File: src/rtl/lc_key_store_if.sv
// Read request / readout stream channel of the lifecycle key store.
// master = key consumer, slave = key store.
interface lc_key_store_if #(
  parameter int AW     = 3,
  parameter int WORD_W = 64
);
  logic              req_valid;
  logic              req_ready;
  logic [AW-1:0]     req_addr;
  logic              rd_valid;
  logic              rd_ready;
  logic [WORD_W-1:0] rd_data;
  logic              rd_last;
  logic              rd_err;

  modport master (
    output req_valid, req_addr, rd_ready,
    input  req_ready, rd_valid, rd_data, rd_last, rd_err
  );

  modport slave (
    input  req_valid, req_addr, rd_ready,
    output req_ready, rd_valid, rd_data, rd_last, rd_err
  );
endinterface

File: src/rtl/lc_key_store.sv
// Lifecycle key store: DEPTH write-once, lockable WIDTH-bit entries with
// deterministic reset defaults. Reads are returned as a stream of WORD_W
// beats (least-significant word first) taken from a snapshot made when
// the request is accepted.
module lc_key_store #(
  parameter int          WIDTH  = 256,
  parameter int          DEPTH  = 6,
  parameter int          WORD_W = 64,
  parameter logic [31:0] SEED   = 32'h33a344a3,
  parameter int          AW     = $clog2(DEPTH)
) (
  input  logic              clk,
  input  logic              rst,
  lc_key_store_if.slave     bus,
  input  logic              wr_en,
  input  logic [AW-1:0]     wr_addr,
  input  logic [WIDTH-1:0]  wr_data,
  output logic              wr_err,
  input  logic              lock_en,
  input  logic [AW-1:0]     lock_addr,
  output logic [DEPTH-1:0]  lock_status
);

  localparam int BEATS = WIDTH / WORD_W;
  localparam int CW    = (BEATS > 1) ? $clog2(BEATS) : 1;
  localparam logic [CW-1:0] LAST_CNT = CW'(BEATS - 1);
  localparam logic [CW-1:0] CNT_ONE  = CW'(1'b1);
  localparam logic [AW:0]   DEPTH_V  = (AW + 1)'(DEPTH);

  typedef enum logic [1:0] {IDLE = 2'd0, STREAM = 2'd1, ERR = 2'd2} state_t;

  // Reset value of entry idx: zero for entry 0, otherwise a replicated
  // golden-ratio step from SEED (mod 2^32).
  function automatic logic [WIDTH-1:0] default_entry(input int idx);
    logic [31:0] word;
    if (idx == 0) begin
      return {WIDTH{1'b0}};
    end else begin
      word = SEED + 32'(idx) * 32'h9E3779B9;
      return {(WIDTH / 32){word}};
    end
  endfunction

  state_t            state_r, state_n;
  logic [WIDTH-1:0]  mem_r [DEPTH];
  logic [DEPTH-1:0]  prog_r;
  logic [DEPTH-1:0]  lock_r;
  logic [WIDTH-1:0]  shift_r, shift_n;
  logic [CW-1:0]     cnt_r, cnt_n;
  logic              rd_valid_r, rd_last_r, rd_err_r, req_ready_r;
  logic              valid_n, last_n, err_n, ready_n;
  logic              wr_err_r;

  logic              req_in_range, wr_in_range, lock_in_range;
  logic [AW-1:0]     req_idx, wr_idx, lock_idx;
  logic              wr_ok, lock_ok;

  assign bus.req_ready = req_ready_r;
  assign bus.rd_valid  = rd_valid_r;
  assign bus.rd_data   = shift_r[WORD_W-1:0];
  assign bus.rd_last   = rd_last_r;
  assign bus.rd_err    = rd_err_r;
  assign wr_err        = wr_err_r;
  assign lock_status   = lock_r;

  // Address range checks and program/lock eligibility against current flags.
  always_comb begin
    req_in_range  = ({1'b0, bus.req_addr} < DEPTH_V);
    wr_in_range   = ({1'b0, wr_addr} < DEPTH_V);
    lock_in_range = ({1'b0, lock_addr} < DEPTH_V);
    req_idx  = req_in_range  ? bus.req_addr : {AW{1'b0}};
    wr_idx   = wr_in_range   ? wr_addr      : {AW{1'b0}};
    lock_idx = lock_in_range ? lock_addr    : {AW{1'b0}};
    wr_ok    = wr_en && wr_in_range && (wr_addr != {AW{1'b0}}) &&
               !prog_r[wr_idx] && !lock_r[wr_idx];
    lock_ok  = lock_en && lock_in_range;
  end

  // Read FSM next-state and next registered output values.
  always_comb begin
    state_n = state_r;
    shift_n = shift_r;
    cnt_n   = cnt_r;
    valid_n = rd_valid_r;
    last_n  = rd_last_r;
    err_n   = rd_err_r;
    ready_n = req_ready_r;
    case (state_r)
      IDLE: begin
        valid_n = 1'b0;
        last_n  = 1'b0;
        err_n   = 1'b0;
        ready_n = 1'b1;
        shift_n = {WIDTH{1'b0}};
        cnt_n   = {CW{1'b0}};
        if (bus.req_valid && req_ready_r) begin
          ready_n = 1'b0;
          valid_n = 1'b1;
          if (!req_in_range || lock_r[req_idx]) begin
            state_n = ERR;
            last_n  = 1'b1;
            err_n   = 1'b1;
          end else begin
            state_n = STREAM;
            shift_n = mem_r[req_idx];
            last_n  = (LAST_CNT == {CW{1'b0}});
          end
        end else begin
          state_n = IDLE;
        end
      end
      STREAM: begin
        if (bus.rd_ready) begin
          if (cnt_r == LAST_CNT) begin
            state_n = IDLE;
            valid_n = 1'b0;
            last_n  = 1'b0;
            err_n   = 1'b0;
            ready_n = 1'b1;
            shift_n = {WIDTH{1'b0}};
            cnt_n   = {CW{1'b0}};
          end else begin
            cnt_n   = cnt_r + CNT_ONE;
            shift_n = shift_r >> WORD_W;
            last_n  = ((cnt_r + CNT_ONE) == LAST_CNT);
          end
        end else begin
          state_n = STREAM;
        end
      end
      ERR: begin
        if (bus.rd_ready) begin
          state_n = IDLE;
          valid_n = 1'b0;
          last_n  = 1'b0;
          err_n   = 1'b0;
          ready_n = 1'b1;
          shift_n = {WIDTH{1'b0}};
        end else begin
          state_n = ERR;
        end
      end
      default: begin
        state_n = IDLE;
        valid_n = 1'b0;
        last_n  = 1'b0;
        err_n   = 1'b0;
        ready_n = 1'b1;
        shift_n = {WIDTH{1'b0}};
        cnt_n   = {CW{1'b0}};
      end
    endcase
  end

  // Read FSM state, snapshot buffer and registered readout outputs.
  always_ff @(posedge clk) begin
    if (rst) begin
      state_r     <= IDLE;
      shift_r     <= {WIDTH{1'b0}};
      cnt_r       <= {CW{1'b0}};
      rd_valid_r  <= 1'b0;
      rd_last_r   <= 1'b0;
      rd_err_r    <= 1'b0;
      req_ready_r <= 1'b0;
    end else begin
      state_r     <= state_n;
      shift_r     <= shift_n;
      cnt_r       <= cnt_n;
      rd_valid_r  <= valid_n;
      rd_last_r   <= last_n;
      rd_err_r    <= err_n;
      req_ready_r <= ready_n;
    end
  end

  // Entry storage, programmed/lock flags and program-reject pulse.
  always_ff @(posedge clk) begin
    if (rst) begin
      for (int i = 0; i < DEPTH; i++) begin
        mem_r[i] <= default_entry(i);
      end
      prog_r   <= {DEPTH{1'b0}};
      lock_r   <= {DEPTH{1'b0}};
      wr_err_r <= 1'b0;
    end else begin
      wr_err_r <= wr_en && !wr_ok;
      if (wr_ok) begin
        mem_r[wr_idx]  <= wr_data;
        prog_r[wr_idx] <= 1'b1;
      end
      if (lock_ok) begin
        lock_r[lock_idx] <= 1'b1;
      end
    end
  end

endmodule

File: src/flat_wrapper.sv
// flat-port wrapper written by rule: the top's interface ports become plain ports
module lc_key_store_flat 
#(
  parameter int          WIDTH  = 256,
  parameter int          DEPTH  = 6,
  parameter int          WORD_W = 64,
  parameter logic [31:0] SEED   = 32'h33a344a3,
  parameter int          AW     = $clog2(DEPTH)
)
  (clk, rst, wr_en, wr_addr, wr_data, wr_err, lock_en, lock_addr, lock_status, bus_req_valid, bus_req_addr, bus_rd_ready, bus_req_ready, bus_rd_valid, bus_rd_data, bus_rd_last, bus_rd_err);
  lc_key_store_if #(.AW(AW), .WORD_W(WORD_W)) bus_i ();
  input  logic clk;
  input  logic rst;
  input  logic wr_en;
  input  logic [AW-1:0] wr_addr;
  input  logic [WIDTH-1:0] wr_data;
  output logic wr_err;
  input  logic lock_en;
  input  logic [AW-1:0] lock_addr;
  output logic [DEPTH-1:0] lock_status;
  input wire logic [$bits(bus_i.req_valid)-1:0] bus_req_valid;
  input wire logic [$bits(bus_i.req_addr)-1:0] bus_req_addr;
  input wire logic [$bits(bus_i.rd_ready)-1:0] bus_rd_ready;
  output wire logic [$bits(bus_i.req_ready)-1:0] bus_req_ready;
  output wire logic [$bits(bus_i.rd_valid)-1:0] bus_rd_valid;
  output wire logic [$bits(bus_i.rd_data)-1:0] bus_rd_data;
  output wire logic [$bits(bus_i.rd_last)-1:0] bus_rd_last;
  output wire logic [$bits(bus_i.rd_err)-1:0] bus_rd_err;
  assign bus_i.req_valid = bus_req_valid;
  assign bus_i.req_addr = bus_req_addr;
  assign bus_i.rd_ready = bus_rd_ready;
  assign bus_req_ready = bus_i.req_ready;
  assign bus_rd_valid = bus_i.rd_valid;
  assign bus_rd_data = bus_i.rd_data;
  assign bus_rd_last = bus_i.rd_last;
  assign bus_rd_err = bus_i.rd_err;
  lc_key_store #(.WIDTH(WIDTH), .DEPTH(DEPTH), .WORD_W(WORD_W), .SEED(SEED), .AW(AW)) u_core (.clk(clk), .rst(rst), .bus(bus_i), .wr_en(wr_en), .wr_addr(wr_addr), .wr_data(wr_data), .wr_err(wr_err), .lock_en(lock_en), .lock_addr(lock_addr), .lock_status(lock_status));
endmodule
File: config.mk
export PLATFORM = sky130hd
export DESIGN_NAME = lc_key_store_flat
export DESIGN_NICKNAME = d
export VERILOG_FILES = /design/src/rtl/lc_key_store_if.sv /design/src/rtl/lc_key_store.sv /design/src/flat_wrapper.sv
export SDC_FILE = /design/constraint.sdc
export NUM_CORES = 2
export LEC_CHECK = 0
export CAP_MARGIN = 20
export CORE_UTILIZATION = 60
export CTS_BUF_LIST = sky130_fd_sc_hd__clkbuf_16
export DETAILED_ROUTE_END_ITERATION = 8
export GPL_ROUTABILITY_DRIVEN = 0
export GPL_TIMING_DRIVEN = 1
export PLACE_DENSITY_LB_ADDON = 0.15
export SYNTH_ARGS = -nofsm -noshare
export SYNTH_HDL_FRONTEND = slang
export SYNTH_SLANG_ARGS = --single-unit
File: constraint.sdc
create_clock -name clk -period 9.4 [get_ports clk]
set_input_delay 0.94 -clock clk [delete_from_list [all_inputs] [get_ports clk]]
set_output_delay 0.94 -clock clk [all_outputs]
set_load 0.005 [all_outputs]
==> out/qor.csv <==
stage,metric,value,unit
final_layout,final_util,67.8,%
cts,clockBufferDepth,3,
worst_setup_path,r2r_cells,6,
cts,clk_pin_slew,0.06,ns
detailed_routing,vias_per_cell,6.89,
place,hpwl,143000,um
cts,post-cts-setup-buffers,0,
timing,hold_violations,0,
detailed_routing,first_pass_iters,8,
global_routing,antenna_found_initial,39,
timing,max_slew.worst_pin.slew,1.51,ns
global_routing,grt_overflow,0,
die,die_h,372,um
die,initial_core_util,60.6,%
min_path,min_path_cells,2,
timing,post-route-period-util,58.8,%
worst_setup_path,crit_type,input pin to register,
cts,cts_hold_buf,0,
place,io_buffer_count,345,
timing,setup_viol,0,
yosys,ys_seq_elements,1813,
timing,finalSetupTns,0,ns
timing,max_freq,0.181,GHz
outcome,status,"finished, violations left",
yosys,synth-edff-count,1536,
timing,hold_slack,0.459,ns
timing,period_minus_slack,5.53,ns
min_path,hp-class,register to register,
yosys,syn-instance-count,6409,
pwr,leakage,30.3,nW
timing,slew_violations,31,
outcome,violations,max-slew violations,
worst_setup_path,crit_required,9.83,ns
cts,cts-buffers-inserted,181,
final_layout,drive_above_1_share,11.1,%
yosys,yosys_warnings,0,
die,core_area,0.136,mm2
cts,htreeDepth,4,
cts,cts_tree,yes,
global_routing,grt_pass1_wl,370000,um
pwr,vdd_drop_max,166,uV
timing,rsz0062_at_grt,false,
yosys,ys_seq_area_share,62.9,%
yosys,synth_fp_nets,6688,
cts,cts_resized,0,
detailed_routing,postRouteAntennaNets,0,
detailed_routing,wl,260000,um
yosys,synthDistinctLibCells,56,
global_routing,grt_pass1_vias,53200,
final_layout,num-nets-final,6626,
die,num_rows,135,
worst_setup_path,endpoint_kind,register,
pwr,power_density,197,mW/mm2
detailed_routing,drc_errors,0,
global_routing,grt.total_usage,37.2,%
detailed_routing,vias,57200,
timing,fin_worst_skew,0.0264,ns
run,maxCapViolations,0,
worst_setup_path,critPathLaunchType,input pin,
yosys,synthFlopType,edfxtp_1,
cts,numClockSinks,1813,
worst_setup_path,cp_max_fo,90,
die,pin_count,346,
final_layout,synthToLayoutAreaGrowth,11.9,%
die,dieArea,0.138,mm2
cts,worstSkewPairLatency,0.82,ns
yosys,synth_area,0.0821,mm2
worst_setup_path,critPathArrivalTime,5.96,ns
yosys,syn_avg_cell_area,12.8,um2
detailed_routing,drt_iter0_drc,8671,
detailed_routing,wl_per_cell,31.3,um
cts,cts_root_buf,clkbuf_16,
global_routing,grt_start_max_net_pins,225,
die,die_w,372,um
yosys,async_reset_ff_share,0,%
timing,maxSlewHeadroom,-0.683,%
[cells in the mapped netlist (153+ instances only)]
cell | instances | area, um2
nand2_1 | 390 | 1460
clkbuf_1 | 441 | 1660
or3_1 | 316 | 1980
nor3_1 | 379 | 1900
mux4_2 | 194 | 4370
nor2_1 | 354 | 1330
buf_2 | 153 | 766
edfxtp_1 | 1536 | 46100
nand3_1 | 241 | 1210
o21ai_0 | 381 | 1910
a22oi_1 | 206 | 1550
mux2i_1 | 457 | 4570
and3_1 | 162 | 1010
dfxtp_1 | 277 | 5550
[worst max-delay path, cell delays in order]
cell             delay, ns
clkdlybuf4s50_1       0.51
ha_1                  0.34
nor2b_4               0.16
buf_12                0.57
mux4_2                0.72
a2111oi_4             0.61
buf_4                 0.63
a21o_4                0.69
buf_4                 0.69
[metrics by stage]
stage | std cells | instance area [um2] | total power, W | setup WS, ns
2_1_floorplan | 6409 | 82100 | 0.0104 | 0.746
6_report | 8297 | 91900 | 0.0181 | 3.87
5_1_grt | 8287 | 91900 | 0.0185 | 3.81
4_1_cts | 8278 | 91800 | 0.0180 | 4.00
3_5_place_dp | 7944 | 86100 | 0.0112 | 3.17
3_3_place_gp | 7944 | 86100 | 0.0111 | 3.23
[kinds of logic (layout without fill, tap and decap cells)]
family                   count (synthesis)  in the layout  share of synthesized area [%]
AO/OA/AOI/OAI                          832            832                           6.16
XOR/XNOR                                 1              1                         0.0107
adder cells (fa/ha/maj)                  8              8                          0.122
buffers and inverters                  701            790                           3.74
flip-flops                            1813           1813                           62.9
multiplexers                           789            789                           12.8
other                                    0             18                              0
AND/OR/NAND/NOR                       2265           2265                           14.3
[final timing paths]
check                             start                    to  slack, ns
hold / removal      u_core.shift_r[192]   u_core.shift_r[192]       0.46
setup reg to reg  u_core.lock_status[3]  u_core.mem_r[1][105]       5.01
setup / recovery             wr_addr[1]  u_core.mem_r[1][105]       3.87
hold reg to reg     u_core.shift_r[192]   u_core.shift_r[192]       0.46
[sequential cells by signal (all words and copies together) (netlist names), 2 cells and up]
name / count
u_core.prog_r: 6
u_core.lock_status: 6
u_core.state_r: 2
u_core.shift_r: 256
u_core.mem_r: 1536
u_core.cnt_r: 2
[per-layer routing]
layer	vias up	wire length, um	GRT usage [%]
li1	24200	-	-
met1	28400	96800	52.6
met2	4019	114000	53.1
met3	605	34300	9.50
met4	26	14600	19.5
met5	-	164	0
[final cells by class]
type	instances	area, um2
clock inverter	143	917
inverter	9	33.8
clock buffer	191	4780
timing repair buffer	447	4590
sequential	1813	51700
antenna	18	45.0
multi-input combinational	3895	27600
fill	9535	43700
tap	1781	2230
[layout by cell type (no fill, tap or decap), types with 116 or more instances in the layout]
master           synthesis  routed
a22oi_1                206     206
or3_1                  316     315
mux4_2                 194     194
dfxtp_1                277     277
mux2_2                 138     138
clkbuf_16                0     191
nand2_1                390     390
o21ai_0                381     381
a21oi_1                116     116
or4_1                  143     143
mux2i_1                457     457
clkdlybuf4s50_1          0     341
nand3_1                241     241
nand2b_1               146     141
edfxtp_1              1536    1536
nor2_1                 354     350
nor3_1                 379     376
and3_1                 162     162
[report_power, final]
group	total, W	switching [W]	internal (W)
clock network	0.00703	0.00306	0.00397
logic	0.00189	0.00132	0.000572
registers	0.00916	0.000133	0.00902
Power figures use the tool's default switching activity.
